==> src/rtl/count_ctrl_pkg.sv <==
// count_ctrl_pkg: shared types and sizing for the count_ctrl sequencer.
//   state_t  : sequencer FSM states (IDLE / RUN / DONE)
//   WIDTH_DEF: default count/limit width
//   WRAP_W   : width of the saturating periodic wrap counter
package count_ctrl_pkg;

  typedef enum logic [1:0] {
    ST_IDLE = 2'd0,
    ST_RUN  = 2'd1,
    ST_DONE = 2'd2
  } state_t;

  localparam int unsigned WIDTH_DEF = 4;
  localparam int unsigned WRAP_W    = 8;

endpackage

==> src/rtl/count_prescaler.sv <==
// count_prescaler: modulo-PRESC clock divider producing a step strobe.
//   clk     in  system clock, rising edge
//   rst_n   in  asynchronous active-low reset
//   i_clear in  force the phase counter back to 0 (wins over i_en)
//   i_en    in  advance the phase counter this cycle
//   o_step  out high in the cycle whose edge completes a PRESC-clock period
module count_prescaler #(
  parameter int unsigned PRESC = 1
) (
  input  logic clk,
  input  logic rst_n,
  input  logic i_clear,
  input  logic i_en,
  output logic o_step
);

  // Keep at least one bit so PRESC=1 still yields a legal vector.
  localparam int unsigned PW = (PRESC > 1) ? $clog2(PRESC) : 1;

  logic [PW-1:0] r_phase;
  logic          w_last;

  always_comb begin
    w_last = (r_phase == PW'(PRESC - 1));
    o_step = i_en && !i_clear && w_last;
  end

  always_ff @(posedge clk or negedge rst_n) begin
    if (!rst_n) begin
      r_phase <= '0;
    end else if (i_clear) begin
      r_phase <= '0;
    end else if (i_en) begin
      if (w_last) begin
        r_phase <= '0;
      end else begin
        r_phase <= r_phase + PW'(1);
      end
    end
  end

endmodule

==> src/rtl/count_ctrl.sv <==
// count_ctrl: command-driven sequencer for a WIDTH-bit up-counter.
//   clk          in  system clock, rising edge
//   rst_n        in  asynchronous active-low reset
//   cmd_valid    in  command offered
//   cmd_ready    out command can be accepted (IDLE and no abort)
//   cmd_limit    in  terminal count value
//   cmd_periodic in  1 = periodic, 0 = one-shot
//   abort        in  stop the current run
//   cnt          out current count value
//   busy         out high while not IDLE
//   done         out one-cycle pulse at terminal count
//   wrap_cnt     out saturating periodic wraps since last accepted command
module count_ctrl
  import count_ctrl_pkg::*;
#(
  parameter int unsigned WIDTH = WIDTH_DEF,
  parameter int unsigned PRESC = 1
) (
  input  logic              clk,
  input  logic              rst_n,
  input  logic              cmd_valid,
  output logic              cmd_ready,
  input  logic [WIDTH-1:0]  cmd_limit,
  input  logic              cmd_periodic,
  input  logic              abort,
  output logic [WIDTH-1:0]  cnt,
  output logic              busy,
  output logic              done,
  output logic [WRAP_W-1:0] wrap_cnt
);

  state_t             r_state;
  logic [WIDTH-1:0]   r_cnt;
  logic [WIDTH-1:0]   r_limit;
  logic               r_periodic;
  logic               r_done;
  logic [WRAP_W-1:0]  r_wrap_cnt;

  logic               w_accept;
  logic               w_step;
  logic               w_presc_en;
  logic               w_presc_clr;
  logic [WIDTH-1:0]   w_cnt_inc;
  logic               w_terminal;

  always_comb begin
    cmd_ready   = (r_state == ST_IDLE) && !abort;
    w_accept    = cmd_valid && cmd_ready;
    // Prescaler only runs in RUN; any other state or an abort parks it at 0,
    // which also gives the zeroed phase required on every new command.
    w_presc_en  = (r_state == ST_RUN) && !abort;
    w_presc_clr = (r_state != ST_RUN) || abort;
    w_cnt_inc   = r_cnt + WIDTH'(1);
    w_terminal  = (w_cnt_inc == r_limit);
  end

  count_prescaler #(
    .PRESC (PRESC)
  ) u_presc (
    .clk     (clk),
    .rst_n   (rst_n),
    .i_clear (w_presc_clr),
    .i_en    (w_presc_en),
    .o_step  (w_step)
  );

  always_ff @(posedge clk or negedge rst_n) begin
    if (!rst_n) begin
      r_state    <= ST_IDLE;
      r_cnt      <= '0;
      r_limit    <= '0;
      r_periodic <= 1'b0;
      r_done     <= 1'b0;
      r_wrap_cnt <= '0;
    end else begin
      r_done <= 1'b0;
      unique case (r_state)
        ST_IDLE: begin
          if (w_accept) begin
            r_limit    <= cmd_limit;
            r_periodic <= cmd_periodic;
            r_cnt      <= '0;
            r_wrap_cnt <= '0;
            if (cmd_limit == '0) begin
              r_state <= ST_DONE;
              r_done  <= 1'b1;
            end else begin
              r_state <= ST_RUN;
            end
          end
        end
        ST_RUN: begin
          if (abort) begin
            r_state <= ST_IDLE;
          end else if (w_step) begin
            if (!w_terminal) begin
              r_cnt <= w_cnt_inc;
            end else if (r_periodic) begin
              r_cnt  <= '0;
              r_done <= 1'b1;
              if (r_wrap_cnt != '1) begin
                r_wrap_cnt <= r_wrap_cnt + WRAP_W'(1);
              end
            end else begin
              r_cnt   <= r_limit;
              r_done  <= 1'b1;
              r_state <= ST_DONE;
            end
          end
        end
        ST_DONE: begin
          r_state <= ST_IDLE;
        end
        default: begin
          r_state <= ST_IDLE;
        end
      endcase
    end
  end

  always_comb begin
    cnt      = r_cnt;
    busy     = (r_state != ST_IDLE);
    done     = r_done;
    wrap_cnt = r_wrap_cnt;
  end

endmodule

==> config.mk <==
export PLATFORM = sky130hd
export DESIGN_NAME = count_ctrl
export DESIGN_NICKNAME = d
export VERILOG_FILES = /design/src/rtl/count_ctrl_pkg.sv /design/src/rtl/count_prescaler.sv /design/src/rtl/count_ctrl.sv
export SDC_FILE = /design/constraint.sdc
export NUM_CORES = 1
export LEC_CHECK = 0
export CAP_MARGIN = 20
export CORE_MARGIN = 3
export CORE_UTILIZATION = 49
export CTS_CLUSTER_SIZE = 14
export DETAILED_ROUTE_END_ITERATION = 6
export GPL_ROUTABILITY_DRIVEN = 0
export PLACE_DENSITY = 0.77
export SLEW_MARGIN = 20
export SYNTH_ARGS = -nofsm -noshare
export SYNTH_HDL_FRONTEND = slang
export SYNTH_SLANG_ARGS = --single-unit
==> constraint.sdc <==
create_clock -name clk -period 2.5 [get_ports clk]
set_clock_uncertainty 0.1 [all_clocks]
set_input_delay 0.5 -clock clk [delete_from_list [all_inputs] [get_ports clk]]
set_output_delay 0.5 -clock clk [all_outputs]
set_load 0.005 [all_outputs]
# ---- After elaboration in Yosys (flattened, before gate mapping)
# Index checks and enable logic that the tools add are counted.
dict set report classes {
  addsub 3
  multipliers 0
  n_div 0
  order_cmp 0
  n_eq_ne 13
  n_shift 0
  muxes 29
  bitwise_logic 1
  n_reduce_logical 17
}
# cell count
set ops {}
lappend ops {{$mux W8} 6}
lappend ops {{$mux W4} 5}
lappend ops {{$pmux W8 S2} 1}
lappend ops {{$mux W2} 6}
lappend ops {{$add A8 B1 Y8 const B} 1}
lappend ops {{$mux W1} 8}
lappend ops {{$ne A2 B2 Y1 const B} 4}
lappend ops {{$ne A8 B8 Y1 const B} 1}
lappend ops {{$pmux W4 S2} 1}
lappend ops {{$reduce_and A4 Y1} 2}
lappend ops {{$reduce_and A7 Y1} 1}
lappend ops {{$ne A2 B1 Y1 const B} 3}
lappend ops {{$ne A3 B3 Y1 const B} 2}
lappend ops {{$reduce_bool A2 Y1} 3}
lappend ops {{$logic_and A1 B1 Y1} 5}
lappend ops {{$add A4 B1 Y4 const B} 1}
lappend ops {{$eq A4 B4 Y1} 1}
lappend ops {{$logic_not A4 Y1} 1}
lappend ops {{$pmux W2 S2} 1}
lappend ops {{$ne A3 B2 Y1 const B} 1}
lappend ops {{$eq A2 B1 Y1 const B} 1}
lappend ops {{$logic_not A1 Y1} 2}
lappend ops {{$logic_not A2 Y1} 1}
lappend ops {{$pmux W1 S2} 1}
lappend ops {{4 further kinds} 4}
dict set report word_totals {
  reg_bits 21
  latch_bits 0
  ramBits 0
  rom_bits 0
  in_bits 9
  out_inout_bits 15
  word_cells 70
  memories 0
}

# ---- Logic depth before layout (Yosys ltp)
# Gate-level depths: netlist of the first run.
dict set report depth {
  ltp_word 8
  ltp_mapped 7
  depth_no_buf 6
}

# ---- Cells and area by module
# From an unflattened synthesis of the first run, not the netlist that was laid out.
dict set report unflattened {
  hier_cells 123
  area_unflattened_um2 1233.7
}
# mod instances cells_each area_each_um2
set modules_own_cells {}
lappend modules_own_cells {count_ctrl 1 122 1219.9}
lappend modules_own_cells {count_prescaler 1 1 13.8}

# ---- Worst setup path before layout of the first run
# Ideal clock, no wire load.
dict set report synth_path {
  path_type {register -> register}
  start {register r_cnt[0], in the netlist cnt[0]}
  end {register r_wrap_cnt[3], in the netlist wrap_cnt[3]}
  setup_ns 0.079
  t_arrival_ns 1.803
  required_time_ns 2.321
  path_slack_ns 0.517
  path_stages_with_launch 7
  path_cell_list {dfrtp_1 ha_1 xor3_1 nor3_2 nand2_2 or4_1 mux2i_1}
}
dict set report synth_between {
  elab_chain_len 4
}
# element line
set synth_lines {}
lappend synth_lines {{start, declared} count_ctrl.sv:33} ;# logic [WIDTH-1:0] r_cnt;
lappend synth_lines {{start signal, assigned} count_ctrl.sv:97} ;# r_cnt <= w_cnt_inc;
lappend synth_lines {{start signal, assigned} count_ctrl.sv:105} ;# r_cnt <= r_limit;
lappend synth_lines {{$add A4 B1 Y4} count_ctrl.sv:53} ;# w_cnt_inc = r_cnt + WIDTH'(1);
lappend synth_lines {{$eq A4 B4 Y1} count_ctrl.sv:54} ;# w_terminal = (w_cnt_inc == r_limit);
lappend synth_lines {{$ne A2 B2 Y1 (no line)} -}
lappend synth_lines {{$reduce_and A7 Y1 (no line)} -}
lappend synth_lines {{end signal, assigned} count_ctrl.sv:102} ;# r_wrap_cnt <= r_wrap_cnt + WRAP_W'(1);
lappend synth_lines {{end, declared} count_ctrl.sv:37} ;# logic [WRAP_W-1:0] r_wrap_cnt;
# Every way passes these cells.
# A chain may end at the register's enable or synchronous reset.

# ---- Worst setup path in the final report of the first run
dict set report layout_path {
  start {input abort}
  end {output cmd_ready}
}
dict set report layout_between {
  elab_chain_len 2
}
# element line
set layout_lines {}
lappend layout_lines {{start, declared} count_ctrl.sv:25} ;# input logic abort,
lappend layout_lines {{$logic_not A1 Y1} count_ctrl.sv:47} ;# cmd_ready = (r_state == ST_IDLE) && !abort;
lappend layout_lines {{$logic_and A1 B1 Y1} count_ctrl.sv:47}
lappend layout_lines {{end, declared} count_ctrl.sv:22} ;# output logic cmd_ready,
# Every way passes these cells.

==> results of run 1 <==
through the flow:
step           cell area [um2]  hold WS, ns  cells  util, %  setup slack, ns
2_1_floorplan             1122       0.1044    113        -           0.5175
3_3_place_gp              1411       0.4316    165    68.45           0.2044
3_5_place_dp              1411       0.4380    165    68.45           0.1404
4_1_cts                   1434       0.4247    168    69.54           0.1720
5_1_grt                   1434       0.4404    168    69.54          0.07897
6_report                  1434       0.4192    168    69.54           0.1778
path summary, 6_finish.rpt:
| path | from | cells after the start | to | slack (ns) |
|---|---|---|---|---|
| setup / recovery | abort | 3 | cmd_ready | 0.18 |
| hold / removal | rst_n | 2 | cnt[0]$_DFFE_PN0P_ | 0.42 |
| setup reg to reg | cnt[0]$_DFFE_PN0P_ | 6 | wrap_cnt[3]$_DFFE_PN0P_ | 0.31 |
| hold reg to reg | wrap_cnt[0]$_DFFE_PN0P_ | 1 | wrap_cnt[0]$_DFFE_PN0P_ | 0.46 |
| max in group asynchronous | rst_n | 2 | r_limit[1]$_DFFE_PN0P_ | 1.66 |
| min in group clk | wrap_cnt[0]$_DFFE_PN0P_ | 1 | wrap_cnt[0]$_DFFE_PN0P_ | 0.46 |
cell type report:
cell class              count  area, um2
fillers                   170      628.1
multi-input cells          86      594.3
flip-flops and latches     20      500.5
repair buffers             28      267.8
well taps                  27      33.78
clock buffers               3      22.52
inverters                   4      15.01
where the power goes:
part / total [uW] / internal, uW / switching, uW / leakage (uW)
Clock: 152 / 56.1 / 95.7 / 0.0000138
Combinational: 560 / 294 / 266 / 0.000309
Sequential: 509 / 402 / 107 / 0.000262
Total: 1220 / 752 / 469 / 0.000585
sequential cells by signal, indices dropped and copies added, names as in the netlist:
signal and count:
cnt 4, r_periodic 1, r_limit 4, r_state 2
wrap_cnt 8, done 1
critical path: stages:
cell and delay, ns:
clkdlybuf4s50_1 0.46, nor3_1 0.21, clkdlybuf4s50_1 0.55
cell families after synthesis:
group                    Yosys count  synth area share [%]
adder cells (fa/ha/maj)            2                 2.229
multiplexers                      10                 9.476
AO/OA/AOI/OAI                     20                 12.60
flip-flops                        20                 44.59
buffers and inverters              7                 2.452
XOR/XNOR                           5                 5.240
AND/OR/NAND/NOR                   49                 23.41
per-layer routing:
metal  track usage, %  vias to the layer above  routed length, um
met4            8.085                        0                 29
li1                 -                      480                  -
met3            3.047                        4                127
met5                0                        -                  0
met1            28.15                      488               1146
met2            34.88                       23               1260
layout by cell type, fill, tap and decap left out, types with 3 or more instances in the layout:
cell type and instances:
nand4_1 4, clkbuf_4 3, xnor2_1 3, nand2_1 9, clkdlybuf4s50_1 23, buf_4 5, mux2_2 5, nand2b_1 5
nor3_1 3, mux2i_1 5, o211ai_1 3, inv_1 4, dfrtp_1 20, nand3_1 9, o21ai_0 5, nor2_1 6
nor4_1 4, o31ai_1 3
==> impl_metrics.py, run 1 <==
metrics = {
    "outcome": {
        "status": "finished clean",
    },
    "sta": {
        "setup_tns_ns": 0,
        "finalHoldViolCount": 0,
        "max_freq_mhz": 430.6,
        "slew_headroom_pct": 64.91,
        "fin_crit_ns": 2.322,
        "rsz0062_at_grt": "false",
        "worstMarginPinSlew_ns": 0.5251,
        "slew_violations": 0,
        "setup_viol": 0,
        "period_share_pct": 92.89,
    },
    "yosys": {
        "synth_warnings": 0,
        "ys_top_cells_by_count": "20 x dfrtp_1, 9 x nand2_1, 9 x nand3_1",
        "synth.avg_cell_area_um2": 9.932,
        "ys_types": 34,
        "synth_seq_area_share_pct": 44.59,
        "synth_area_um2": 1122,
        "synth_edf_count": 0,
        "synth_area_leaders": "dfrtp_1 45%, mux2_2 5.0%, mux2i_1 4.5%",
        "synth_top_cell_area_share_pct": 44.59,
        "yosys.area.top_type": "dfrtp_1",
        "syn_nets": 124,
        "ys.flop_type": "dfrtp_1",
        "synth-seq-cells": 20,
        "yosys.cell_count.top_type": "dfrtp_1",
        "synth_cells": 113,
        "async_flop_share_pct": 100.0,
    },
    "grt": {
        "grt_pass1_vias": 982,
        "grt_pass1_wl_mm": 4.485,
        "grt_max_degree": 21,
        "grt_use_total_pct": 21.26,
        "antenna_found_initial": 0,
        "overflow": 0,
    },
    "clock_network": {
        "cts.sinks": 20,
        "cts_root_buf": "clkbuf_4",
        "cts_max_path_buffers": 2,
        "postCtsSetupBuffers": 0,
        "post_cts_resized": 0,
        "cts_hold_buf": 0,
        "h-tree-depth": 1,
        "numCtsBuffers": 3,
        "clock_latency_ns": 0.30,
        "cts_tree": "built",
        "cts.reportedPaths.clkPinSlew_ns": 0.11,
    },
    "detailed_routing": {
        "firstDrtPassIters": 4,
        "drc": 0,
        "wl_mm": 2.564,
        "num_vias": 995,
        "drt-initial-drc-count": 18,
        "ant_nets": 0,
        "post_drt_wl_per_cell_um": 15.26,
        "avgViaCountPerCell": 5.923,
    },
    "floorplan": {
        "num_io_pins": 24,
        "die_height_um": 53.86,
        "start_util_pct": 54.43,
        "die_x_um": 53.86,
        "core_area_um2": 2062,
        "die_area_um2": 2901,
        "placementRows": 16,
    },
    "worst_setup_path": {
        "crit_arrival_ns": 1.72,
        "timing_worst_setup_path_type": "primary input to output pin",
        "required_ns": 1.90,
        "cp-end-kind": "output pin",
        "critPathMaxFanout": 4,
        "cp-start-kind": "primary input",
    },
    "placement": {
        "dp_hpwl_mm": 1.967,
        "portBuffers": 23,
    },
    "power": {
        "cellPowerDensity_nw_per_um2": 851.5,
        "p_leak_uw": 0.0005848,
        "power.total_uw": 1221,
        "ir_drop_mv": 0.7324,
    },
    "final_layout": {
        "area_growth_syn_to_layout_pct": 27.76,
        "diodes": 0,
        "final_nets": 154,
        "drive_gt1_share_pct": 12.06,
    },
    "run": {
        "maxCapViolCount": 0,
    },
    "hold_path": {
        "min_path_type": "primary input to asynchronous set/reset pin",
    },
}
Note: power is estimated with default switching activity, not from simulation.
==> inputs of run 2 (changes only) <==
--- a/config.mk
+++ b/config.mk
@@ -6,13 +6,16 @@
 export NUM_CORES = 1
 export LEC_CHECK = 0
 export CAP_MARGIN = 20
+export CELL_PAD_IN_SITES_DETAIL_PLACEMENT = 2
+export CELL_PAD_IN_SITES_GLOBAL_PLACEMENT = 2
 export CORE_MARGIN = 3
-export CORE_UTILIZATION = 49
+export CORE_UTILIZATION = 30
 export CTS_CLUSTER_SIZE = 14
 export DETAILED_ROUTE_END_ITERATION = 6
 export GPL_ROUTABILITY_DRIVEN = 0
-export PLACE_DENSITY = 0.77
+export PLACE_DENSITY_LB_ADDON = 0.1
 export SLEW_MARGIN = 20
 export SYNTH_ARGS = -nofsm -noshare
 export SYNTH_HDL_FRONTEND = slang
 export SYNTH_SLANG_ARGS = --single-unit
+export TNS_END_PERCENT = 5
==> run 2 against run 1 <==
Non-clock buffer count is 1 higher. Worst setup slack worse by 0.090 ns. Flip-flop and latch count stayed put. Wire length is 35% higher. Sequential share of layout area is 1.2 points lower. Combinational power is 3.6% higher. Maximum frequency is 3.7% lower. Cell count is 12% higher. Highest routed layer unchanged.
==> impl_metrics.py, run 2 (same netlist as run 1, synthesis figures left out) <==
metrics = {
    "outcome": {
        "status": "finished clean",
    },
    "clock_network": {
        "clock_latency_ns": 0.25,
        "postCtsSetupBuffers": 0,
        "cts_max_path_buffers": 2,
        "cts_hold_buf": 0,
        "cts_root_buf": "clkbuf_8",
        "post_cts_resized": 0,
        "cts_tree": "built",
        "h-tree-depth": 1,
        "cts.sinks": 20,
        "numCtsBuffers": 3,
        "cts.reportedPaths.clkPinSlew_ns": 0.07,
    },
    "final_layout": {
        "fin_area_um2": 1484,
        "fillCellCount": 390,
        "area_growth_syn_to_layout_pct": 32.22,
        "final_common_cell": "clkdlybuf4s50_1",
        "drive_gt1_share_pct": 12.68,
        "final_nets": 155,
        "largest_reg_flops": 8,
        "finalNonFillerCells": 188,
        "diodes": 0,
        "layout_common_cells": "23 x clkdlybuf4s50_1, 20 x dfrtp_1, 9 x nand3_1, 9 x nand2_1",
    },
    "power": {
        "cellPowerDensity_nw_per_um2": 885.1,
        "power.total_uw": 1313,
        "ir_drop_mv": 0.4430,
        "swShare_pct": 38.58,
        "power_frac_seq_pct": 39.7,
        "clock_power_share_pct": 16.2,
        "switchingPower_uw": 506.8,
        "p_leak_uw": 0.0005970,
        "intPower_uw": 806.7,
        "combPwrFrac_pct": 44.1,
    },
    "floorplan": {
        "placementRows": 21,
        "num_io_pins": 24,
        "core_area_um2": 3468,
        "die_x_um": 67.17,
        "die_area_um2": 4511,
        "start_util_pct": 32.36,
        "die_height_um": 67.17,
    },
    "placement": {
        "dp.cells": 185,
        "placed_area_um2": 1443,
        "portBuffers": 23,
        "dp_hpwl_mm": 2.662,
    },
    "sta": {
        "slew_violations": 0,
        "setup_viol": 0,
        "rsz0062_at_grt": "false",
        "period_share_pct": 96.50,
        "max_freq_mhz": 414.5,
        "finalHoldViolCount": 0,
        "setup_tns_ns": 0,
        "fin_crit_ns": 2.412,
        "whs_ns": 0.4501,
        "slew_headroom_pct": 67.50,
        "worstMarginPinSlew_ns": 0.4823,
    },
    "worst_setup_path": {
        "path_common_cell": "clkdlybuf4s50_1",
        "critPathMaxFanout": 4,
        "timing_worst_setup_path_type": "primary input to output pin",
        "crit_arrival_ns": 1.81,
        "required_ns": 1.90,
        "crit_chain": "clkdlybuf4s50_1, nor3_1, clkdlybuf4s50_1",
        "worstReg2RegEnd": "wrap_cnt[3]$_DFFE_PN0P_",
        "path_buf_inv": 2,
        "regToRegStartpoint": "cnt[0]$_DFFE_PN0P_",
        "path_delay_family": "buffers and inverters",
        "cp-end-kind": "output pin",
        "critPathSlowestCell": "clkdlybuf4s50_1",
        "reg2reg_setup_slack_ns": 0.26,
        "cp-start-kind": "primary input",
        "max_stage_delay_ns": 0.56,
        "reg2reg_depth": 6,
    },
    "grt": {
        "grt_use_total_pct": 17.83,
        "antenna_found_initial": 0,
        "grt_pass1_vias": 1153,
        "grt_pass1_wl_mm": 5.996,
        "overflow": 0,
        "grt_max_degree": 21,
    },
    "detailed_routing": {
        "avgViaCountPerCell": 5.426,
        "post_drt_wl_per_cell_um": 18.44,
        "wl_mm": 3.467,
        "ant_nets": 0,
        "drt-initial-drc-count": 44,
        "drc": 0,
        "firstDrtPassIters": 4,
        "num_vias": 1020,
    },
    "hold_path": {
        "holdPathEnd": "wrap_cnt[0]$_DFFE_PN0P_",
        "whs_path_depth": 1,
        "hold_start": "wrap_cnt[0]$_DFFE_PN0P_",
        "min_path_type": "register to register",
    },
    "run": {
        "maxCapViolCount": 0,
    },
}
-- run 2: power by group through the flow --
stage          sequential, uW  clock [uW]  combinational [uW]
6_report                  522         212                 580
5_1_grt                   538         236                 649
3_3_place_gp              518           0                 558
3_5_place_dp              526           0                 587
2_1_floorplan             478           0                 372
4_1_cts                   523         226                 589
-- run 2: layout make-up --
class / count / area (um2) / area share [%]
multi-input cells: 86 / 594.3 / 40.05
flip-flops and latches: 20 / 500.5 / 33.73
well taps: 46 / 57.56 / 3.879
clock buffers: 3 / 41.29 / 2.782
repair buffers: 29 / 275.3 / 18.55
inverters: 4 / 15.01 / 1.012
-- run 2: per-stage QoR --
stage          worst slack, ns  utilization (%)
6_report               0.08756            42.79
5_1_grt               0.001775            42.79
4_1_cts                0.06569            42.79
3_5_place_dp           0.01445            41.59
3_3_place_gp            0.1737            41.59
2_1_floorplan           0.5175                -
-- run 2: how the worst max path moves through the flow --
stage	start	endpoint	slack (ns)	cells past startpoint
4_1_cts	abort	cmd_ready	0.07	3
3_3_place_gp	abort	wrap_cnt[3]$_DFFE_PN0P_	0.17	6
2_1_floorplan	cnt[0]$_DFFE_PN0P_	wrap_cnt[3]$_DFFE_PN0P_	0.52	6
5_1_grt	abort	cmd_ready	0.002	3
6_report	abort	cmd_ready	0.09	3
3_5_place_dp	abort	wrap_cnt[6]$_DFFE_PN0P_	0.01	6
-- run 2: worst register-to-register path, cell delays in order, from the launching register on --
cell	delay, ns
dfrtp_1	0.46
ha_1	0.26
xor3_1	0.25
nor3_2	0.25
nand2_2	0.17
or4_1	0.54
mux2i_1	0.13
-- run 2: per-layer routing --
layer  track usage, %  part of all wire (%)  vias to the layer above  wire length (um)
li1                 -                     -                      479                 -
met1            23.68                    47                      522              1632
met2            30.18                    49                       17              1713
met3            2.829                   2.9                        2               102
met4            4.557                  0.55                        0                19
met5                0                     0                        -                 0
==> inputs of run 3 (changes only) <==
--- a/config.mk
+++ b/config.mk
@@ -8,7 +8,7 @@
 export CAP_MARGIN = 20
 export CELL_PAD_IN_SITES_DETAIL_PLACEMENT = 2
 export CELL_PAD_IN_SITES_GLOBAL_PLACEMENT = 2
-export CORE_MARGIN = 3
+export CORE_MARGIN = 4
 export CORE_UTILIZATION = 30
 export CTS_CLUSTER_SIZE = 14
 export DETAILED_ROUTE_END_ITERATION = 6
@@ -18,4 +18,4 @@
 export SYNTH_ARGS = -nofsm -noshare
 export SYNTH_HDL_FRONTEND = slang
 export SYNTH_SLANG_ARGS = --single-unit
-export TNS_END_PERCENT = 5
+export TNS_END_PERCENT = 100
==> run 3 against run 2 <==
Clock power grew 16%. Sequential share of layout area shrank 0.31 points. Global-route usage shrank 2.4 points. Maximum frequency grew 3.5%. Non-clock buffer count is the same. Die area grew 6.0%. Combinational power is essentially flat. Worst hold slack gained 0.011 ns. Register-to-register slack is essentially flat. Power grew 2.8%. Wire length shrank 0.81%. Critical path depth is the same. Critical endpoint unchanged.
==> impl_metrics.py, run 3 (same netlist as run 1, synthesis figures left out) <==
metrics = {
    "power": {
        "cellPowerDensity_nw_per_um2": 901.7,
        "p_leak_uw": 0.0006041,
        "ir_drop_mv": 0.3962,
    },
    "clock_network": {
        "postCtsSetupBuffers": 0,
        "h-tree-depth": 1,
        "cts_tree": "built",
        "cts_max_path_buffers": 2,
        "cts.sinks": 20,
        "cts.reportedPaths.clkPinSlew_ns": 0.07,
        "clock_latency_ns": 0.26,
        "cts_hold_buf": 0,
        "cts_root_buf": "clkbuf_8",
        "post_cts_resized": 0,
        "numCtsBuffers": 3,
    },
    "sta": {
        "max_freq_mhz": 429.0,
        "worstMarginPinSlew_ns": 0.5260,
        "slew_violations": 0,
        "setup_viol": 0,
        "period_share_pct": 93.24,
        "whs_ns": 0.4610,
        "fin_crit_ns": 2.331,
        "slew_headroom_pct": 64.56,
        "setup_tns_ns": 0,
        "rsz0062_at_grt": "false",
        "worst_slack_ns": 0.1689,
        "finalHoldViolCount": 0,
    },
    "detailed_routing": {
        "drc": 0,
        "firstDrtPassIters": 4,
        "post_drt_wl_per_cell_um": 18.20,
        "num_vias": 1018,
        "wl_mm": 3.439,
        "ant_nets": 0,
        "drt-initial-drc-count": 44,
        "avgViaCountPerCell": 5.386,
    },
    "worst_setup_path": {
        "path_delay_family": "buffers and inverters",
        "crit_chain": "clkdlybuf4s50_1, nor3_1, clkdlybuf4s50_1",
        "path_buf_inv": 2,
        "crit_arrival_ns": 1.73,
        "path_common_cell": "clkdlybuf4s50_1",
        "cp-start-kind": "primary input",
        "max_stage_delay_ns": 0.55,
        "critPathSlowestCell": "clkdlybuf4s50_1",
        "timing_worst_setup_path_type": "primary input to output pin",
        "cp-end-kind": "output pin",
        "critPathMaxFanout": 4,
        "required_ns": 1.90,
    },
    "floorplan": {
        "die_height_um": 69.17,
        "die_x_um": 69.17,
        "num_io_pins": 24,
        "start_util_pct": 32.36,
        "die_area_um2": 4784,
        "placementRows": 21,
        "core_area_um2": 3468,
    },
    "placement": {
        "portBuffers": 23,
        "place_ws_ns": 0.06744,
        "dp_hpwl_mm": 2.664,
    },
    "final_layout": {
        "largest_reg_flops": 8,
        "drive_gt1_share_pct": 13.29,
        "diodes": 0,
        "layout_common_cells": "23 x clkdlybuf4s50_1, 20 x dfrtp_1, 9 x nand3_1, 9 x nand2_1",
        "final_common_cell": "clkdlybuf4s50_1",
        "final_nets": 155,
        "area_growth_syn_to_layout_pct": 33.45,
    },
    "grt": {
        "grt_pass1_wl_mm": 6.009,
        "grt_pass1_vias": 1161,
        "grt_max_degree": 21,
        "overflow": 0,
        "antenna_found_initial": 0,
        "grt_use_total_pct": 15.43,
    },
    "run": {
        "maxCapViolCount": 0,
    },
    "hold_path": {
        "min_path_type": "register to register",
    },
    "outcome": {
        "status": "finished clean",
    },
}
run 3: per-stage QoR:
stage / area [um2] / utilization (%) / std cells / power (uW)
after CTS: 1498 / 43.18 / 189 / 1371
after detailed placement: 1443 / 41.59 / 185 / 1119
after global routing: 1498 / 43.18 / 189 / 1465
final: 1498 / 43.18 / 189 / 1351
after floorplan: 1122 / - / 113 / 849.7
after global placement: 1443 / 41.59 / 185 / 1076
run 3: per-layer routing:
metal | up-vias | track usage [%] | wire (um)
met3 | 4 | 3.924 | 130
met1 | 510 | 19.80 | 1649
li1 | 483 | - | -
met5 | - | 0 | 0
met4 | 0 | 3.905 | 34
met2 | 21 | 25.74 | 1624
run 3: worst register-to-register path, delay by kind of cell, from the launching register on:
family | cells | cell delay, ns
AND/OR/NAND/NOR | 3 | 0.97
flip-flops | 1 | 0.47
adder cells (fa/ha/maj) | 1 | 0.26
XOR/XNOR | 1 | 0.25
multiplexers | 1 | 0.13
run 3: report_power, final:
part	internal, uW	leakage [uW]	total, uW	switching (uW)
sequential	402	0.000262	522	120
clock	140	0.0000288	245	105
combinational	298	0.000314	583	286
run 3: path summary, 6_finish.rpt:
path / from / to / slack, ns / depth (start not counted)
setup / recovery: abort / cmd_ready / 0.17 / 3
hold / removal: r_limit[1]$_DFFE_PN0P_ / r_limit[1]$_DFFE_PN0P_ / 0.46 / 1
setup reg to reg: cnt[0]$_DFFE_PN0P_ / wrap_cnt[3]$_DFFE_PN0P_ / 0.25 / 6
hold reg to reg: r_limit[1]$_DFFE_PN0P_ / r_limit[1]$_DFFE_PN0P_ / 0.46 / 1
max in group asynchronous: rst_n / wrap_cnt[4]$_DFFE_PN0P_ / 1.61 / 2
min in group asynchronous: rst_n / r_periodic$_DFFE_PN0P_ / 0.48 / 2
run 3: cell type report:
class | instances | area, um2
sequential | 20 | 500.5
multi-input combinational | 86 | 594.3
clock buffer | 4 | 55.05
inverter | 4 | 15.01
fill | 393 | 1971
timing repair buffer | 29 | 275.3
tap | 46 | 57.56
